<file path="src/rtl/gate_sweep_n.sv">
// gate_sweep_n: N-input gate with run-time op select and registered result.
// A built-in sweep engine steps all 2^N vectors, HOLD cycles each.
module gate_sweep_n #(
  parameter int N    = 2,
  parameter int HOLD = 20
) (
  input  logic         clk,
  input  logic         rst,
  input  logic [N-1:0] x,
  input  logic [2:0]   op,
  input  logic         sweep_start,
  output logic         z,
  output logic         z_valid,
  output logic [N-1:0] sweep_vec,
  output logic         sweep_busy,
  output logic         sweep_done
);

  localparam int HW = (HOLD > 1) ? $clog2(HOLD) : 1;
  localparam logic [HW-1:0] HOLD_MAX = HW'(HOLD - 1);
  localparam logic [N-1:0]  VEC_MAX  = '1;

  typedef enum logic [1:0] {
    IDLE,
    RUN,
    DONE
  } state_t;

  state_t        state;
  state_t        state_nxt;
  logic [HW-1:0] hold_cnt;
  logic [2:0]    op_lat;
  logic [2:0]    op_eff;
  logic [N-1:0]  operand;
  logic          f_nxt;
  logic          last_hold;
  logic          last_vec;
  logic          start;

  assign last_hold = (hold_cnt == HOLD_MAX);
  assign last_vec  = (sweep_vec == VEC_MAX);
  assign start     = (state == IDLE) && sweep_start;

  always_ff @(posedge clk or posedge rst) begin
    if (rst) state <= IDLE;
    else     state <= state_nxt;
  end

  always_comb begin
    state_nxt = state;
    case (state)
      IDLE:    if (sweep_start) state_nxt = RUN;
      RUN:     if (last_hold && last_vec) state_nxt = DONE;
      DONE:    state_nxt = IDLE;
      default: state_nxt = IDLE;
    endcase
  end

  // Sweep uses the latched op and internal vector; otherwise live inputs
  always_comb begin
    sweep_busy = (state == RUN);
    sweep_done = (state == DONE);
    op_eff     = sweep_busy ? op_lat : op;
    operand    = sweep_busy ? sweep_vec : x;
  end

  always_comb begin
    f_nxt = 1'b0;
    case (op_eff)
      3'd0:    f_nxt = &operand;
      3'd1:    f_nxt = |operand;
      3'd2:    f_nxt = ^operand;
      3'd3:    f_nxt = ~&operand;
      3'd4:    f_nxt = ~|operand;
      3'd5:    f_nxt = ~^operand;
      3'd6:    f_nxt = operand[0];
      default: f_nxt = 1'b0;
    endcase
  end

  // z_valid marks the cycle after the vector's first evaluation edge
  always_ff @(posedge clk or posedge rst) begin
    if (rst) begin
      z         <= 1'b0;
      z_valid   <= 1'b0;
      sweep_vec <= '0;
      hold_cnt  <= '0;
      op_lat    <= '0;
    end else begin
      z       <= f_nxt;
      z_valid <= (state == RUN) && (hold_cnt == '0);
      if (start) begin
        sweep_vec <= '0;
        hold_cnt  <= '0;
        op_lat    <= op;
      end else if (state == RUN) begin
        if (!last_hold) begin
          hold_cnt <= hold_cnt + 1'b1;
        end else begin
          hold_cnt  <= '0;
          sweep_vec <= last_vec ? '0 : sweep_vec + 1'b1;
        end
      end
    end
  end

endmodule

</file>
<file path="config.mk">
export PLATFORM = sky130hd
export DESIGN_NAME = gate_sweep_n
export DESIGN_NICKNAME = d
export VERILOG_FILES = /design/src/rtl/gate_sweep_n.sv
export SDC_FILE = /design/constraint.sdc
export NUM_CORES = 1
export LEC_CHECK = 0
export ABC_AREA = 1
export BUFFER_PORTS_ARGS = -buffer_cell sky130_fd_sc_hd__buf_2
export CAP_MARGIN = 10
export CORE_MARGIN = 1.5
export CORE_UTILIZATION = 49
export CTS_CLUSTER_DIAMETER = 150
export DETAILED_ROUTE_END_ITERATION = 10
export GPL_TIMING_DRIVEN = 1
export PLACE_DENSITY = 0.73
export SYNTH_ARGS = -nofsm -noshare
export SYNTH_HDL_FRONTEND = slang
export SYNTH_SLANG_ARGS = --single-unit
</file>
<file path="constraint.sdc">
create_clock -name clk -period 1.8 [get_ports clk]
set_input_delay 0.36 -clock clk [delete_from_list [all_inputs] [get_ports clk]]
set_output_delay 0.36 -clock clk [all_outputs]
set_load 0.02 [all_outputs]
</file>
Yosys cells after proc, flatten, opt, wreduce, memory -nomap -nowiden
Cells that the tools add are included.

Input port bits: 8. Logic and storage cells: 49. Output and inout port bits: 6. Register bits: 14.

Reduce and logical (&&, ||, !) cells: 16. Add/subtract/negate cells: 2. Muxes and demuxes: 13. Equal/unequal tests: 12.

Operator list (count): $mux W5 (3); $mux W2 (7); $eq A3 B3 Y1 const B (3); $pmux W1 S7 (1); $eq A3 B2 Y1 const B (2); $reduce_and A2 Y1 (3); $add A5 B1 Y5 const B (1); $eq A5 B5 Y1 const B (1); $logic_not A5 Y1 (1); $eq A2 B2 Y1 const B (2); $pmux W2 S2 (1); $reduce_bool A2 Y1 (2); $eq A3 B1 Y1 const B (1); $logic_and A1 B1 Y1 (3); $logic_not A3 Y1 (1); $mux W3 (1); $add A2 B1 Y2 const B (1); $eq A2 B1 Y1 const B (1); $logic_not A1 Y1 (2); $logic_not A2 Y1 (1); $ne A2 B1 Y1 const B (1); $ne A2 B2 Y1 const B (1); $reduce_or A2 Y1 (1); $reduce_xnor A2 Y1 (1); $reduce_xor A2 Y1 (1).

Logic depth before layout (Yosys ltp)
Word-level depth: 5. Depth in mapped cells: 12. Mapped depth without buffers: 12.

Worst setup path before layout
OpenSTA, ideal clock, no wires.

Path kind: register to register. From: register state[0]. To: register z. Required time: 1.732 ns. Library setup time: 0.068 ns. Cell stages (with the launch flop): 11. Path buffers: 1. Clock period less this slack: 1.726 ns. Slack: 0.074 ns. Arrival time: 1.658 ns. Cell sequence: dfrtp_1 -> buf_6 -> nand2_4 -> inv_1 -> or2_2 -> o21ai_0 -> ha_1 -> nand3b_1 -> nand2_1 -> nand2_1 -> nand3_1.

Cells in the longest elaborated chain, start to end: 5. Elaborated cells between the ends (all ways): 17. Classes of those cells: eq/ne: 7; mux: 3; reduce/logical: 7.

Ends and longest elaborated chain: from (decl) (line 29) `state_t state;`; from (signal assigned) (line 46) `else state <= state_nxt;`; $eq A2 B1 Y1 (*) (line 61) `sweep_busy = (state == RUN);`; net sweep_busy (line 15) `output logic sweep_busy,`; $mux W2 (line 64) `operand = sweep_busy ? sweep_vec : x;`; $reduce_or A2 Y1 / $reduce_and A2 Y1 (equally long branches); $logic_not A1 Y1 (on tied branches) (line 74, 73); $pmux W1 S7 (*) (line 69) `case (op_eff)`; net f_nxt (line 35) `logic f_nxt;`; to (signal assigned) (line 90) `z <= f_nxt;`; to (decl) (line 12) `output logic z,`.

Mark *: on every way through the listed nets, which the timed path passes. The rest lies on a longest branch. A chain may end at the register's enable or synchronous reset.

Worst setup path in the final report
From: register state[0]. To: register z.

Cells in the longest elaborated chain, start to end: 5. Elaborated cells between the ends (all ways): 17. Classes of those cells: eq/ne: 7; mux: 3; reduce/logical: 7.

Ends and longest elaborated chain (line): $eq A2 B1 Y1 (*) (61); $mux W2 (64); $reduce_or A2 Y1 / $reduce_and A2 Y1 (equally long branches); $logic_not A1 Y1 (on tied branches) (74, 73); $pmux W1 S7 (*) (69); net f_nxt (35).

Marks and branches as above.

==> run metrics <==
diodes inserted=0; kind of critical path=reg -> reg; Synth Register Bits=14; most frequent cell after synthesis=nand2_1; Syn Nets=128; clock share of power=0.274; layout cells sized above 1=0.192; max-cap viol count=0; Final nets=145; CTS H-tree lvls=1; Setup TNS=0 ns; async set or reset register ratio after synthesis=1.00; dominant cells by area after synthesis=dfrtp_1 (39%), nand2_1 (11%), nand3_1 (9.4%); Pwr Total=650 uW; hold buffers post-CTS=0; CP cell instances=nand2_8 -> inv_1 -> or2_2 -> o21ai_2 -> ha_1 -> nand3_1 -> nand3_1 -> nand2_1 -> nand3_1; total number of vias=793; Skew-Pair Late Insertion Delay=0.28 ns; Tot GR Track Use=0.177; Leak=0.543 nW; clock skew=a little over 0.002 ns; CTS Sinks=14; largest family of logic cells by synthesized area=simple AND/OR/NAND/NOR gates; die width=45.9 um; global-route wire length before repair=2620 um; area leader, netlist=dfrtp_1; Post-synth EDFFs=0; status=complete, no violations; crit start category=flip-flop; Detailed Routing Iterations Pass 1=4; Vias/cell=5.12; Site Rows=15; critical path peak fanout=13; Top FF cell, synth=dfrtp_1; initial antenna violation count=0; Post-DP HPWL=1300 um; final hold vios=0; crit path DAT=1.84 ns; Worst Max-Slew Pin Slew=0.552 ns; pin count of the biggest net entering global routing=15; Final Setup Violations=0; Slew headroom=0.631; routability cong.=0.805; initial drt markers=22; Core ar.=1730 um^2; Clock transition at path regs=0.08 ns; total internal power=461 uW; Comb pwr share=0.196; fillcell total=163; Max clock buf depth=2; Worst path slowest cell=dfrtp_1; synthesized area=~900 um^2; Die H=45.9 um; Antenna Violating Nets Remaining=0; total CTS buffers=3; sequential area share after synthesis=0.389; cell mode on critical path=nand3_1; post-synthesis cell type count=22; Syn Area/Cell=7.83 um^2; minimum clock period=1.68 ns; Syn-to-layout area delta=12.2%; mux contribution to synthesized area=0.0167; Post-Syn Instances=115; IO Count=14; max incr delay on CP=around 0.44 ns; RSZ-0062 raised after global routing=no; vias in the first global route=617; final wirelength=approximately 1700 um; CTS tree=built; Ys Warns=0; Initial Util=0.522; Sequential Power Share=0.531; R2R depth=9; GRT Residual Overflow=0; XOR/XNOR Fraction of Synth Area=0.0194; root buf cell=clkbuf_4; simple-gate share of the synthesized area=0.300; fin. max-slew vios=0; DR DRC count=0; compound-gate portion of the synthesized area=0.0833; Hold Crit Class=in -> async; post-synth top area share=0.389; # resized after CTS=0; Register Area=350 um^2; PwrDens=643 nW/um^2; die area=2100 um^2; Fmax achieved=596 MHz; I/O Buffers=13; maximum VDD drop=0.466 mV; sw frac=0.291; Data required, critical path=a little under 2 ns; leading cell types by count after synthesis=nand2_1 (26), inv_1 (18), nand3_1 (17); Tcrit/Tclk final=0.932; DR WL/cell=11.1 um; Multi-input gate area=~450 um^2; Switch Pwr=189 uW; critical path capture point type=flip-flop; post-CTS setup buffer count=0; Adder-Cell Fraction of Synth Area=0.0694
==> cells in the final DEF (no fill, tap or decap), types with 2 or more instances in the layout <==
cell type  count
or2_1          2
buf_4          2
clkbuf_4       3
nor2_1         7
o21ai_0        7
xor2_1         2
nand2_1       26
nand3_1       17
dfrtp_1       14
nand3b_1       2
inv_1         18
o21ai_2        2
buf_2         13
ha_1           5
==> worst max-delay path, delay by kind of cell (launching register included) <==
family | cells | cell delay [ns]
and+or+nand+nor | 6 | 0.71
DFF | 1 | 0.44
adders and majority gates | 1 | 0.26
AOI/OAI and AO/OA | 1 | 0.08
buffers and inverters | 1 | 0.06
==> per-layer routing <==
layer,part of all wire,up-vias,GRT usage
met1,0.48,361,0.227
met4,0.0035,0,0.0171
met2,0.44,29,0.281
met5,0,-,0
met3,0.072,2,0.0833
li1,-,401,-
==> area by class of cell <==
type | count | share of cell area
Timing Repair Buffer | 15 | 0.0792
Tap cell | 25 | 0.0309
Multi-Input combinational cell | 79 | 0.448
Clock buffer | 3 | 0.0223
Sequential cell | 14 | 0.347
Inverter | 19 | 0.0730
==> kinds of logic (layout without fill, tap and decap cells) <==
| group | after synthesis | after routing |
|---|---|---|
| xor gates and xnor gates | 2 | 2 |
| DFF | 14 | 14 |
| adders and majority gates | 5 | 5 |
| muxes | 1 | 1 |
| buffers and inverters | 22 | 37 |
| AOI/OAI and AO/OA | 13 | 13 |
| and+or+nand+nor | 58 | 58 |
==> flip-flops by register name, indices dropped and copies added (netlist names) <==
register / count
hold_cnt: 5
sweep_vec: 2
state: 2
z: 1
z_valid: 1
op_lat: 3
==> through the flow <==
step / instances / hold WS, ns / worst slack, ns / utilization / area [um^2]
floorplan: 115 / 0.249 / 0.0736 / - / 901
global placement: 152 / 0.429 / 0.159 / 0.565 / 976
detailed placement: 152 / 0.431 / 0.0604 / 0.565 / 976
CTS: 155 / 0.127 / 0.0474 / 0.578 / 998
global route: 155 / 0.170 / 0.0318 / 0.586 / 1010
finish: 155 / 0.114 / 0.122 / 0.586 / 1010
==> power groups by stage <==
stage	sequential [mW]	clock, mW	combinational [mW]
after floorplan	0.360	0	0.0822
after global placement	0.350	0	0.124
after detailed placement	0.351	0	0.126
after CTS	0.344	0.182	0.127
after global routing	0.347	0.196	0.145
final	0.345	0.178	0.127
==> final timing paths <==
check	to	slack [ns]	start
setup / recovery	z	0.12	state[0]
hold / removal	z_valid	0.11	rst
setup reg to reg	z	0.12	state[0]
hold reg to reg	op_lat[1]	0.52	op_lat[1]
max in group asynchronous	sweep_vec[0]	1.32	rst
min in group clk	op_lat[2]	0.34	op[2]
No activity file was read; power rests on OpenSTA's default activity.
